File: config.mk
export PLATFORM = sky130hd
export DESIGN_NAME = neighbor_table_ctrl_flat
export DESIGN_NICKNAME = d
export VERILOG_FILES = /design/src/rtl/neighbor_table_ctrl_if.sv /design/src/rtl/neighbor_table_ctrl.sv /design/src/flat_wrapper.sv
export SDC_FILE = /design/constraint.sdc
export NUM_CORES = 2
export LEC_CHECK = 0
export CAP_MARGIN = 25
export CORE_MARGIN = 10
export CORE_UTILIZATION = 55
export DETAILED_ROUTE_END_ITERATION = 16
export GPL_TIMING_DRIVEN = 0
export PLACE_DENSITY = 0.74
export SLEW_MARGIN = 15
export SYNTH_ARGS = -nofsm -noshare
export SYNTH_HDL_FRONTEND = slang
export SYNTH_SLANG_ARGS = --single-unit
File: constraint.sdc
create_clock -name clk -period 4.2 [get_ports clk]
set_input_delay 0.84 -clock clk [delete_from_list [all_inputs] [get_ports clk]]
set_output_delay 0.84 -clock clk [all_outputs]
set_load 0.1 [all_outputs]
File: src/rtl/neighbor_table_ctrl_if.sv
// Requester-side bundle of the neighbor table controller:
// the write request handshake and the scan stream handshake.
interface neighbor_table_ctrl_if #(
    parameter int IDX_W      = 5,
    parameter int WORD_WIDTH = 16
);
    logic                  wr_req;
    logic [WORD_WIDTH-1:0] wr_node_id;
    logic                  wr_ack;
    logic                  drop_pulse;
    logic                  scan_start;
    logic                  scan_valid;
    logic                  scan_ready;
    logic [IDX_W-1:0]      scan_idx;
    logic                  scan_busy;
    logic                  scan_done;

    modport master (
        output wr_req, wr_node_id, scan_start, scan_ready,
        input  wr_ack, drop_pulse, scan_valid, scan_idx,
        input  scan_busy, scan_done
    );

    modport slave (
        input  wr_req, wr_node_id, scan_start, scan_ready,
        output wr_ack, drop_pulse, scan_valid, scan_idx,
        output scan_busy, scan_done
    );
endinterface

File: src/rtl/neighbor_table_ctrl.sv
// Neighbor table index-port controller: write/scan arbitration,
// shadow slot allocation and heartbeat clear. Option: NBR_TBL_AGE_EN.
module neighbor_table_ctrl #(
    parameter int                    NUM_ENTRIES = 32,
    parameter int                    IDX_W       = 5,
    parameter int                    WORD_WIDTH  = 16,
    parameter logic [WORD_WIDTH-1:0] MY_NODE_ID  = 16'h000C
) (
    input  logic                 clk,
    input  logic                 rst,
    neighbor_table_ctrl_if.slave bus,
    input  logic                 hb_reset,
    output logic                 tbl_wr_en,
    output logic [IDX_W-1:0]     tbl_idx,
    output logic                 tbl_hb_reset,
    output logic [IDX_W:0]       entry_count,
    output logic                 table_full
);
    localparam int PW = IDX_W + 1;

    typedef enum logic [2:0] {
        S_IDLE, S_WRITE, S_COMMIT, S_SCAN, S_CLEAR
    } state_t;

    state_t                state_q, state_d;
    logic [NUM_ENTRIES-1:0] valid_q;
    logic [WORD_WIDTH-1:0] shadow_q [NUM_ENTRIES];
    logic [PW-1:0]         ptr_q;
    logic                  scan_act_q;
    logic                  pend_q;
    logic                  hb_pend_q;
    logic [IDX_W-1:0]      slot_q;
    logic                  hit_q;
    logic                  full_q;
    logic [PW-1:0]         count_q;
`ifdef NBR_TBL_AGE_EN
    logic [NUM_ENTRIES-1:0] seen_q;
    logic [PW-1:0]         surv_cnt;
`endif

    logic                  lk_hit, lk_free;
    logic [IDX_W-1:0]      lk_hit_idx, lk_free_idx;
    logic                  sc_found;
    logic [IDX_W-1:0]      sc_idx;
    logic                  is_mine, wr_drop, wr_store;
    logic                  ret_scan, hb_due;

    assign entry_count   = count_q;
    assign table_full    = (count_q == PW'(NUM_ENTRIES));
    assign bus.scan_busy = scan_act_q;

    assign is_mine  = (bus.wr_node_id == MY_NODE_ID);
    assign wr_drop  = !is_mine && full_q && !hit_q;
    assign wr_store = !is_mine && !wr_drop;
    assign ret_scan = scan_act_q || pend_q;
    assign hb_due   = hb_pend_q || hb_reset;

    // Slot lookup: matching entry first, else lowest free slot
    always_comb begin
        lk_hit      = 1'b0;
        lk_free     = 1'b0;
        lk_hit_idx  = '0;
        lk_free_idx = '0;
        for (int i = NUM_ENTRIES - 1; i >= 0; i--) begin
            if (valid_q[i] && shadow_q[i] == bus.wr_node_id) begin
                lk_hit     = 1'b1;
                lk_hit_idx = IDX_W'(i);
            end
            if (!valid_q[i]) begin
                lk_free     = 1'b1;
                lk_free_idx = IDX_W'(i);
            end
        end
    end

    // Lowest valid entry at or above the scan pointer
    always_comb begin
        sc_found = 1'b0;
        sc_idx   = '0;
        for (int i = NUM_ENTRIES - 1; i >= 0; i--) begin
            if (valid_q[i] && PW'(i) >= ptr_q) begin
                sc_found = 1'b1;
                sc_idx   = IDX_W'(i);
            end
        end
    end

`ifdef NBR_TBL_AGE_EN
    // Number of entries that survive an aging clear
    always_comb begin
        surv_cnt = '0;
        for (int i = 0; i < NUM_ENTRIES; i++) begin
            surv_cnt = surv_cnt + PW'(valid_q[i] & seen_q[i]);
        end
    end
`endif

    // State register
    always_ff @(posedge clk) begin
        if (rst) state_q <= S_IDLE;
        else     state_q <= state_d;
    end

    // Next-state: clear beats write beats scan; writes never split
    always_comb begin
        state_d = state_q;
        unique case (state_q)
            S_IDLE: begin
                if (hb_reset)            state_d = S_CLEAR;
                else if (bus.wr_req)     state_d = S_WRITE;
                else if (bus.scan_start) state_d = S_SCAN;
            end
            S_WRITE: begin
                if (wr_store)      state_d = S_COMMIT;
                else if (hb_due)   state_d = S_CLEAR;
                else if (ret_scan) state_d = S_SCAN;
                else               state_d = S_IDLE;
            end
            S_COMMIT: begin
                if (hb_due)        state_d = S_CLEAR;
                else if (ret_scan) state_d = S_SCAN;
                else               state_d = S_IDLE;
            end
            S_SCAN: begin
                if (hb_reset)
                    state_d = S_CLEAR;
                else if (bus.wr_req && (!sc_found || bus.scan_ready))
                    state_d = S_WRITE;
                else if (!sc_found)
                    state_d = S_IDLE;
            end
            S_CLEAR: state_d = S_IDLE;
            default: state_d = S_IDLE;
        endcase
    end

    // Outputs decoded from the current state
    always_comb begin
        bus.wr_ack     = 1'b0;
        bus.drop_pulse = 1'b0;
        bus.scan_valid = 1'b0;
        bus.scan_idx   = '0;
        bus.scan_done  = 1'b0;
        tbl_wr_en      = 1'b0;
        tbl_idx        = '0;
        tbl_hb_reset   = 1'b0;
        unique case (state_q)
            S_WRITE: begin
                bus.wr_ack     = 1'b1;
                bus.drop_pulse = wr_drop;
                tbl_wr_en      = wr_store;
                if (wr_store) tbl_idx = slot_q;
            end
            S_COMMIT: tbl_idx = slot_q;
            S_SCAN: begin
                bus.scan_valid = sc_found;
                bus.scan_idx   = sc_idx;
                tbl_idx        = sc_idx;
                bus.scan_done  = !sc_found && !hb_reset && !bus.wr_req;
            end
            S_CLEAR: begin
`ifdef NBR_TBL_AGE_EN
                tbl_hb_reset = 1'b0;
`else
                tbl_hb_reset = 1'b1;
`endif
                bus.scan_done = scan_act_q;
            end
            default: ;
        endcase
    end

    // Shadow table, scan bookkeeping and pending flags
    always_ff @(posedge clk) begin
        if (rst) begin
            valid_q    <= '0;
            ptr_q      <= '0;
            scan_act_q <= 1'b0;
            pend_q     <= 1'b0;
            hb_pend_q  <= 1'b0;
            slot_q     <= '0;
            hit_q      <= 1'b0;
            full_q     <= 1'b0;
            count_q    <= '0;
            for (int i = 0; i < NUM_ENTRIES; i++) shadow_q[i] <= '0;
`ifdef NBR_TBL_AGE_EN
            seen_q     <= '0;
`endif
        end else begin
            if (state_d == S_WRITE) begin
                slot_q <= lk_hit ? lk_hit_idx : lk_free_idx;
                hit_q  <= lk_hit;
                full_q <= !lk_hit && !lk_free;
            end
            if (state_q == S_IDLE && !hb_reset && bus.wr_req && bus.scan_start)
                pend_q <= 1'b1;
            if ((state_q == S_WRITE || state_q == S_COMMIT) && hb_reset)
                hb_pend_q <= 1'b1;
            if (state_q == S_WRITE && wr_store) begin
                valid_q[slot_q]  <= 1'b1;
                shadow_q[slot_q] <= bus.wr_node_id;
`ifdef NBR_TBL_AGE_EN
                seen_q[slot_q]   <= 1'b1;
`endif
                if (!hit_q && count_q != PW'(NUM_ENTRIES))
                    count_q <= count_q + PW'(1);
            end
            if (state_q == S_SCAN && sc_found && bus.scan_ready && !hb_reset)
                ptr_q <= {1'b0, sc_idx} + PW'(1);
            if (state_d == S_SCAN && !scan_act_q) begin
                scan_act_q <= 1'b1;
                ptr_q      <= '0;
                pend_q     <= 1'b0;
            end
            if (state_q == S_SCAN && state_d == S_IDLE)
                scan_act_q <= 1'b0;
            if (state_q == S_CLEAR) begin
`ifdef NBR_TBL_AGE_EN
                valid_q <= valid_q & seen_q;
                seen_q  <= '0;
                count_q <= surv_cnt;
`else
                valid_q <= '0;
                count_q <= '0;
`endif
                scan_act_q <= 1'b0;
                pend_q     <= 1'b0;
                hb_pend_q  <= 1'b0;
            end
        end
    end
endmodule

File: src/flat_wrapper.sv
// flat-port wrapper written by rule: the top's interface ports become plain ports
module neighbor_table_ctrl_flat 
#(
    parameter int                    NUM_ENTRIES = 32,
    parameter int                    IDX_W       = 5,
    parameter int                    WORD_WIDTH  = 16,
    parameter logic [WORD_WIDTH-1:0] MY_NODE_ID  = 16'h000C
)
  (clk, rst, hb_reset, tbl_wr_en, tbl_idx, tbl_hb_reset, entry_count, table_full, bus_wr_req, bus_wr_node_id, bus_scan_start, bus_scan_ready, bus_wr_ack, bus_drop_pulse, bus_scan_valid, bus_scan_idx, bus_scan_busy, bus_scan_done);
  neighbor_table_ctrl_if #(.IDX_W(IDX_W), .WORD_WIDTH(WORD_WIDTH)) bus_i ();
  input  logic clk;
  input  logic rst;
  input  logic hb_reset;
  output logic tbl_wr_en;
  output logic [IDX_W-1:0] tbl_idx;
  output logic tbl_hb_reset;
  output logic [IDX_W:0] entry_count;
  output logic table_full;
  input wire logic [$bits(bus_i.wr_req)-1:0] bus_wr_req;
  input wire logic [$bits(bus_i.wr_node_id)-1:0] bus_wr_node_id;
  input wire logic [$bits(bus_i.scan_start)-1:0] bus_scan_start;
  input wire logic [$bits(bus_i.scan_ready)-1:0] bus_scan_ready;
  output wire logic [$bits(bus_i.wr_ack)-1:0] bus_wr_ack;
  output wire logic [$bits(bus_i.drop_pulse)-1:0] bus_drop_pulse;
  output wire logic [$bits(bus_i.scan_valid)-1:0] bus_scan_valid;
  output wire logic [$bits(bus_i.scan_idx)-1:0] bus_scan_idx;
  output wire logic [$bits(bus_i.scan_busy)-1:0] bus_scan_busy;
  output wire logic [$bits(bus_i.scan_done)-1:0] bus_scan_done;
  assign bus_i.wr_req = bus_wr_req;
  assign bus_i.wr_node_id = bus_wr_node_id;
  assign bus_i.scan_start = bus_scan_start;
  assign bus_i.scan_ready = bus_scan_ready;
  assign bus_wr_ack = bus_i.wr_ack;
  assign bus_drop_pulse = bus_i.drop_pulse;
  assign bus_scan_valid = bus_i.scan_valid;
  assign bus_scan_idx = bus_i.scan_idx;
  assign bus_scan_busy = bus_i.scan_busy;
  assign bus_scan_done = bus_i.scan_done;
  neighbor_table_ctrl #(.NUM_ENTRIES(NUM_ENTRIES), .IDX_W(IDX_W), .WORD_WIDTH(WORD_WIDTH), .MY_NODE_ID(MY_NODE_ID)) u_core (.clk(clk), .rst(rst), .bus(bus_i), .hb_reset(hb_reset), .tbl_wr_en(tbl_wr_en), .tbl_idx(tbl_idx), .tbl_hb_reset(tbl_hb_reset), .entry_count(entry_count), .table_full(table_full));
endmodule
==> results.txt <==
The compound-gate portion of the synthesized area is 4.79%. The number of antenna violations at the first check in global routing was 2. The number of clock buffers added by TritonCTS is 58. By count the netlist is led by edfxtp_1 (512), and2_1 (421), xnor2_1 (320).

The root buffer cell chosen for the clock tree is clkbuf_16. The share of the clock period used by the worst path is 103%. Setup repair after global routing could not meet its margin everywhere. The simple-gate area share of the yosys netlist is 20.5%. Across the run, the number of max-cap violations was 0. For this configuration, the core starts out at a cell density of 55.4%. The global routing usage summed across all routing layers came out at 32.1%. The signal on the critical path passes through clkdlybuf4s50_1 -> buf_2 -> buf_2 -> xnor2_1 -> nand4_1 -> nor3_1 -> o211ai_1 -> a311oi_1 -> o2111ai_1 -> a311oi_1 -> o2111ai_1 -> nand3_1. The design area came out at 33,100 um2. 46 I/O pins were placed. The cell count after synthesis came out at 2,622.

The portion of netlist area occupied by mux cells came out at 0.135%. TritonCTS built the clock tree. The via count of the routed design came out at 22.2k. The DRC violation total after the first TritonRoute iteration came out at 3,572. Summing all placed instances gives a cell area of 31,100 um2. The number of endpoints failing setup at the final stage is 1. The share of the Yosys chip area taken by registers is 55.5%. The sort of element at the end of the critical path is a flip-flop. The total count of max-transition violations in the final report came out at 0. The proportion of layout cells with a drive suffix above 1 came out at 9.67%.

The DRC violation count after routing came out at 0. Buffers placed on the I/O ports in this run total 41. The quantity of hold-fixing buffers added after cts came out at 0. The transition time at the pin with the least slew margin came out at 1.12 ns. Measured against its own limit, the worst slew margin works out to 25.4%. Summed over all nets, the half-perimeter wirelength after detailed placement is 70,300 um.

The flow ran to the end, but the final reports show violations. The synthesized design spends more area on one cell type than any other, namely edfxtp_1. The number of sinks driven by the clock tree came out at 569. Power spread over the standard cell area amounts to 382 nW/um2.

The area share of the largest cell type after synthesis came out at 51.7%. Counting distinct cell types in the post-synthesis netlist gives 75. The highest metal layer carrying signal wires in the routed design is met4. The total iterations of the first detailed-routing run came out at 6. The met2 wire length came out at 47,000 um. The cell leakage power came out at 11.6 nW.

The H-tree level count is 2. STA classifies the critical path startpoint as an input pin. The peak per-stage delay on the critical path came out at 0.59 ns. The area of the multi-input gates came out at 12,300 um2. Of all flip-flops after synthesis, the portion carrying an async set or reset was 0%.

The data required time at the worst endpoint is 4.77 ns. The final wirelength came out at 105,000 um. The sum of routed wire segments on met1 came out at 38,300 um. The worst setup path is of the input pin to flip-flop kind. The layout overhead on the synthesized area is 11.4%. Ranked by total cell area, the synthesized netlist is headed by edfxtp_1 (52%), xnor2_1 (9.4%), and2_1 (8.9%). The count of state elements after synthesis came out at 569.

Derived from the worst setup path, the maximum achievable clock frequency is 231 MHz. The overall die height came out at 253 um. The placeable core region came out at 53,700 um2. The footprint of the flip-flops and latches is 16,500 um2. The wire length of the first global-routing pass is 147,000 um. The maximum fanout along the worst path is 11. After clock tree synthesis, the clock-pin slew on the worst setup and hold paths is 0.06 ns.

The post-detailed-route count of antenna-violating nets is 0. The largest net degree at the start of global routing came out at 17. The clock insertion delay at the later pin of the skew report came out at 0.64 ns.

The sum of met3 wire segment lengths after detailed routing is 12,400 um. The count of filler cells inserted in the layout came out at 4,251. The floorplan die width came out at 253 um. The post-synthesis net count is 2,647.

For the final database, setup skew stands at 0.0176 ns. The path class of the tightest hold or removal check is flip-flop to flip-flop. In the final routed layout, each cell accounts on average for 30.1 um. At the worst endpoint, the arrival time is 4.90 ns. Across all hold checks on the routed design, the worst slack comes to 0.513 ns. The final critical-path setup slack came out at -0.135 ns. The die covers 63,800 um2. The final reports fail on negative setup slack. The layout net count came out at 2,760. The highest-delay cell along the critical path is buf_2. The synthesized design contains 512 enable-type register cells.

The routed design could run at a clock period as short as 4.33 ns. The count of endpoints failing hold in the final timing report was 0. The via count of the first global-routing pass came to 21.0k. The peak ir drop on the vdd network came out at 326 uV. The register-to-register path setup slack came out at 0.52 ns.

The synthesized netlist devotes 0.126% of its cell area to adder and majority cells. In the routed layout, each cell is associated on average with a via count of 6.38. The count of standard-cell rows came out at 85. Yosys instantiated no cell more often than edfxtp_1. After synthesis, the largest family of logic cells by area is simple AND/OR/NAND/NOR gates.

For this run, the leading register cell type out of synthesis is edfxtp_1. During synthesis, Yosys emitted a total of 0 warnings. The maximum root-to-sink buffer count came out at 3. The global route total overflow is 0. The mean post-synth cell area came out at 11.3 um2. The final weighted congestion of routability-driven global placement came out at 1.02. The xor and xnor area share after synthesis came out at 15.1%.

The netlist area before placement is 29,700 um2.
-- sequential cells by signal (all words and copies together) (netlist names) --
| signal | count |
|---|---|
| u_core.bus.scan_busy | 1 |
| u_core.entry_count | 6 |
| u_core.full_q | 1 |
| u_core.hb_pend_q | 1 |
| u_core.hit_q | 1 |
| u_core.pend_q | 1 |
| u_core.ptr_q | 6 |
| u_core.shadow_q | 512 |
| u_core.slot_q | 5 |
| u_core.state_q | 3 |
| u_core.valid_q | 32 |
-- worst max-delay path, delay by kind of cell --
family,cells,cell delay [ns]
AO/OA/AOI/OAI,5,1.65
XOR/XNOR,1,0.18
buffers and inverters,3,1.60
AND/OR/NAND/NOR,3,0.59
-- logic make-up (layout without fill, tap and decap cells) --
logic type                 count (synthesis)  after routing
xor gates and xnor gates                 513            513
adders and majority gates                  3              3
buffers and inverters                    246            407
AOI/OAI and AO/OA                        197            197
other                                      0              2
DFF                                      569            569
muxes                                      4              4
and+or+nand+nor                         1090           1090
-- metrics by stage --
step	std cells	util (%)	TNS (ns)	power (mW)	worst slack [ns]
CTS	3472	61.4	-0.448	12.6	-0.187
finish	3481	61.7	-0.135	12.7	-0.135
global placement	3359	57.8	-390.12	7.66	-1.13
global route	3479	61.7	-0.156	12.9	-0.147
detailed placement	3362	58.0	-335.67	7.69	-0.930
floorplan	2622	-	0	7.24	0.163
-- where the power goes --
| group | switching, mW | leakage [nW] | internal, mW |
|---|---|---|---|
| clock | 2.26 | 0.884 | 2.79 |
| sequential | 0.0910 | 5.75 | 6.33 |
| combinational | 0.825 | 4.97 | 0.363 |
-- cells in the final DEF (no fill, tap or decap), drive strengths merged, types with 9 or more instances in the layout --
cell type      count
buf               96
clkinv            27
nor3             123
dfxtp             57
nor2             140
nand2             76
a31oi              9
or2               35
o2111ai            9
nand2b            18
o211ai            14
edfxtp           512
nor4              74
clkdlybuf4s50     27
nand4            100
o21bai            16
a21oi             44
o21ai             26
a21o               9
clkbuf           220
and2             421
nand3             64
a211oi            11
inv               31
xnor2            320
xor2             193
-- path summary, 6_finish.rpt --
path         depth (start not counted)               from                 endpoint
max reg2reg                          7   u_core.slot_q[0]  u_core.shadow_q[15][10]
max                                 12  bus_wr_node_id[6]         u_core.slot_q[0]
min reg2reg                          2      u_core.full_q            u_core.full_q
min                                  2      u_core.full_q            u_core.full_q
-- metal layers --
layer	track usage, %	vias up
li1	-	9421
met1	41.1	11000
met2	49.9	1470
met3	6.99	357
met4	18.4	0
met5	0	-
-- cell type report --
type	instances	share of cell area [%]
buffer	216	3.21
timing repair buffer	54	1.50
antenna	2	0.0151
clock inverter	32	0.706
tap	696	2.63
multi-input combinational	1807	37.0
clock buffer	76	4.71
sequential	569	49.9
inverter	29	0.329
-- timing repair --
action,4_1_cts,5_1_grt
gates resized for setup,64,50
buffers inserted,2,7
pin swaps,2,9
endpoints found under the setup margin,162,26
Note: power is estimated with default switching activity, not from simulation.
==> patch (same flow settings) <==
`WORD_WIDTH` is set to 16 in 3 places; all go to 24.
--- a/src/rtl/neighbor_table_ctrl_if.sv
+++ b/src/rtl/neighbor_table_ctrl_if.sv
@@ -4,3 +4,3 @@
     parameter int IDX_W      = 5,
-    parameter int WORD_WIDTH = 16
+    parameter int WORD_WIDTH = 24
 );
--- a/src/rtl/neighbor_table_ctrl.sv
+++ b/src/rtl/neighbor_table_ctrl.sv
@@ -5,3 +5,3 @@
     parameter int                    IDX_W       = 5,
-    parameter int                    WORD_WIDTH  = 16,
+    parameter int                    WORD_WIDTH  = 24,
     parameter logic [WORD_WIDTH-1:0] MY_NODE_ID  = 16'h000C
--- a/src/flat_wrapper.sv
+++ b/src/flat_wrapper.sv
@@ -5,3 +5,3 @@
     parameter int                    IDX_W       = 5,
-    parameter int                    WORD_WIDTH  = 16,
+    parameter int                    WORD_WIDTH  = 24,
     parameter logic [WORD_WIDTH-1:0] MY_NODE_ID  = 16'h000C
Interface: changed (resized bus_wr_node_id); port bits go from 46 to 54. No check against the original RTL was run, so the function may have changed too.
==> patch against the unedited design <==
The run still ends with setup timing left; non-clock buffer count rose by 101; routed wire length is 50% higher; via count rose by 38%; sequential cell count grew 256; largest cell class unchanged; global-route usage is 2.3 points higher; cell area is 43% higher; largest power group unchanged; synthesized cell count increased by 35%; cell count up 38%; setup slack better by 61 ps; clock power up 57%; area after synthesis is 42% higher; sequential power is 46% higher; power grew 53%.
==> patch: results (changes against the unedited design) <==
Clock tree
  • H-Tree Depth: 3 (+1)
  • Clk_lat worst skew: 660 ps (+20 ps)
  • CTS Buf Count: 90 (+55%)
  • Post_cts resized: 120 (+88%)

Layout
  • Multi-input combinational area share: 35.2% (-1.8 points)
  • Register Area: 0.0242 mm² (+46%)
  • Share of cells above drive strength 1: 9.86% (+0.20 points)
  • Fill cell count: 6086 (+43%)
  • CLK BUF: 113 (+49%)
  • Count of non-CTS buffers in the layout: 371 (+37%)
  • Multi-In Gates: 2405 (+33%)

Run status
  • Failing checks: setup timing
  • Outcome: finished, violations left

Synthesis
  • Mapped Cells: 3548 (+35%)
  • Syn_nets: 3581 (+35%)
  • Post-synthesis cell type count: 72 (-4.0%)
  • Synth top area share: 54.6% (+2.9 points)
  • Post-synth EDFFs: 768 (+50%)

Pwr
  • Static leakage: 17.3 nW (+49%)
  • Sequential power share: 48.6% (-2.2 points)
  • Max VDD drop: 0.315 mV (-3.2%)
  • Comb pwr share: 10.4% (+1.0 points)
  • Internal cell power: 14.4 mW (+51%)

Worst setup path
  • Setup slack, reg-to-reg: 50 ps (-470 ps)
  • Reg2reg end: u_core.shadow_q[9][2]$_SDFFCE_PN0P_
  • CP Launch Point: bus_wr_node_id[7]
  • Worst path max stage delay: 550 ps (-40 ps)
  • WP data arrival: 4860 ps (-40 ps)
  • R2R cell count: 8 (+1)
  • CP max-delay cell: clkdlybuf4s50_1

Global route
  • Met1 GRT Util: 43.5% (+2.4 points)
  • GR Layer Usage met3: 10.8% (+3.8 points)
  • Met2 Resource Use GR: 49.9% (about the same)

Timing
  • Setup tns final: -119 ps (+16.1 ps)
  • Clock skew: 32.6 ps (+14.9 ps)
  • Final worst setup slack: -74.3 ps (+60.5 ps)
  • Final setup fails: 2 (+1)
  • Max_slew headroom: 16.8% (-8.5 points)

Place
  • Placed wire-length estimate: 101000 µm (+44%)

Hold path
  • Worst Hold Endpoint: u_core.hit_q$_SDFFE_PP0N_
  • Min-delay src: u_core.hit_q$_SDFFE_PP0N_

Drt
  • Top Metal Used: met5
[patch: cells by family (layout without fill, tap and decap cells)]
group | after synthesis | after routing | share of synthesized area (%)
DFF | 825 | 825 | 57.3
xor gates and xnor gates | 774 | 774 | 16.1
AOI/OAI and AO/OA | 174 | 174 | 2.96
muxes | 3 | 3 | 0.0711
other | 0 | 6 | 0
adders and majority gates | 3 | 3 | 0.0889
and+or+nand+nor | 1446 | 1451 | 19.8
buffers and inverters | 323 | 552 | 3.75
[patch: through the flow]
stage          area, µm²  power [mW]  utilization, %  worst slack [ps]  hold WS [ps]
2_1_floorplan      42300        10.6               -              -160           432
3_3_place_gp       44100        11.4            57.9             -1720           484
3_5_place_dp       44200        11.4            58.2             -1180           470
4_1_cts            47300        19.1            62.1             -32.4           480
5_1_grt            47500        19.6            62.4             -94.9           498
6_report           47500        19.3            62.4             -74.3           488
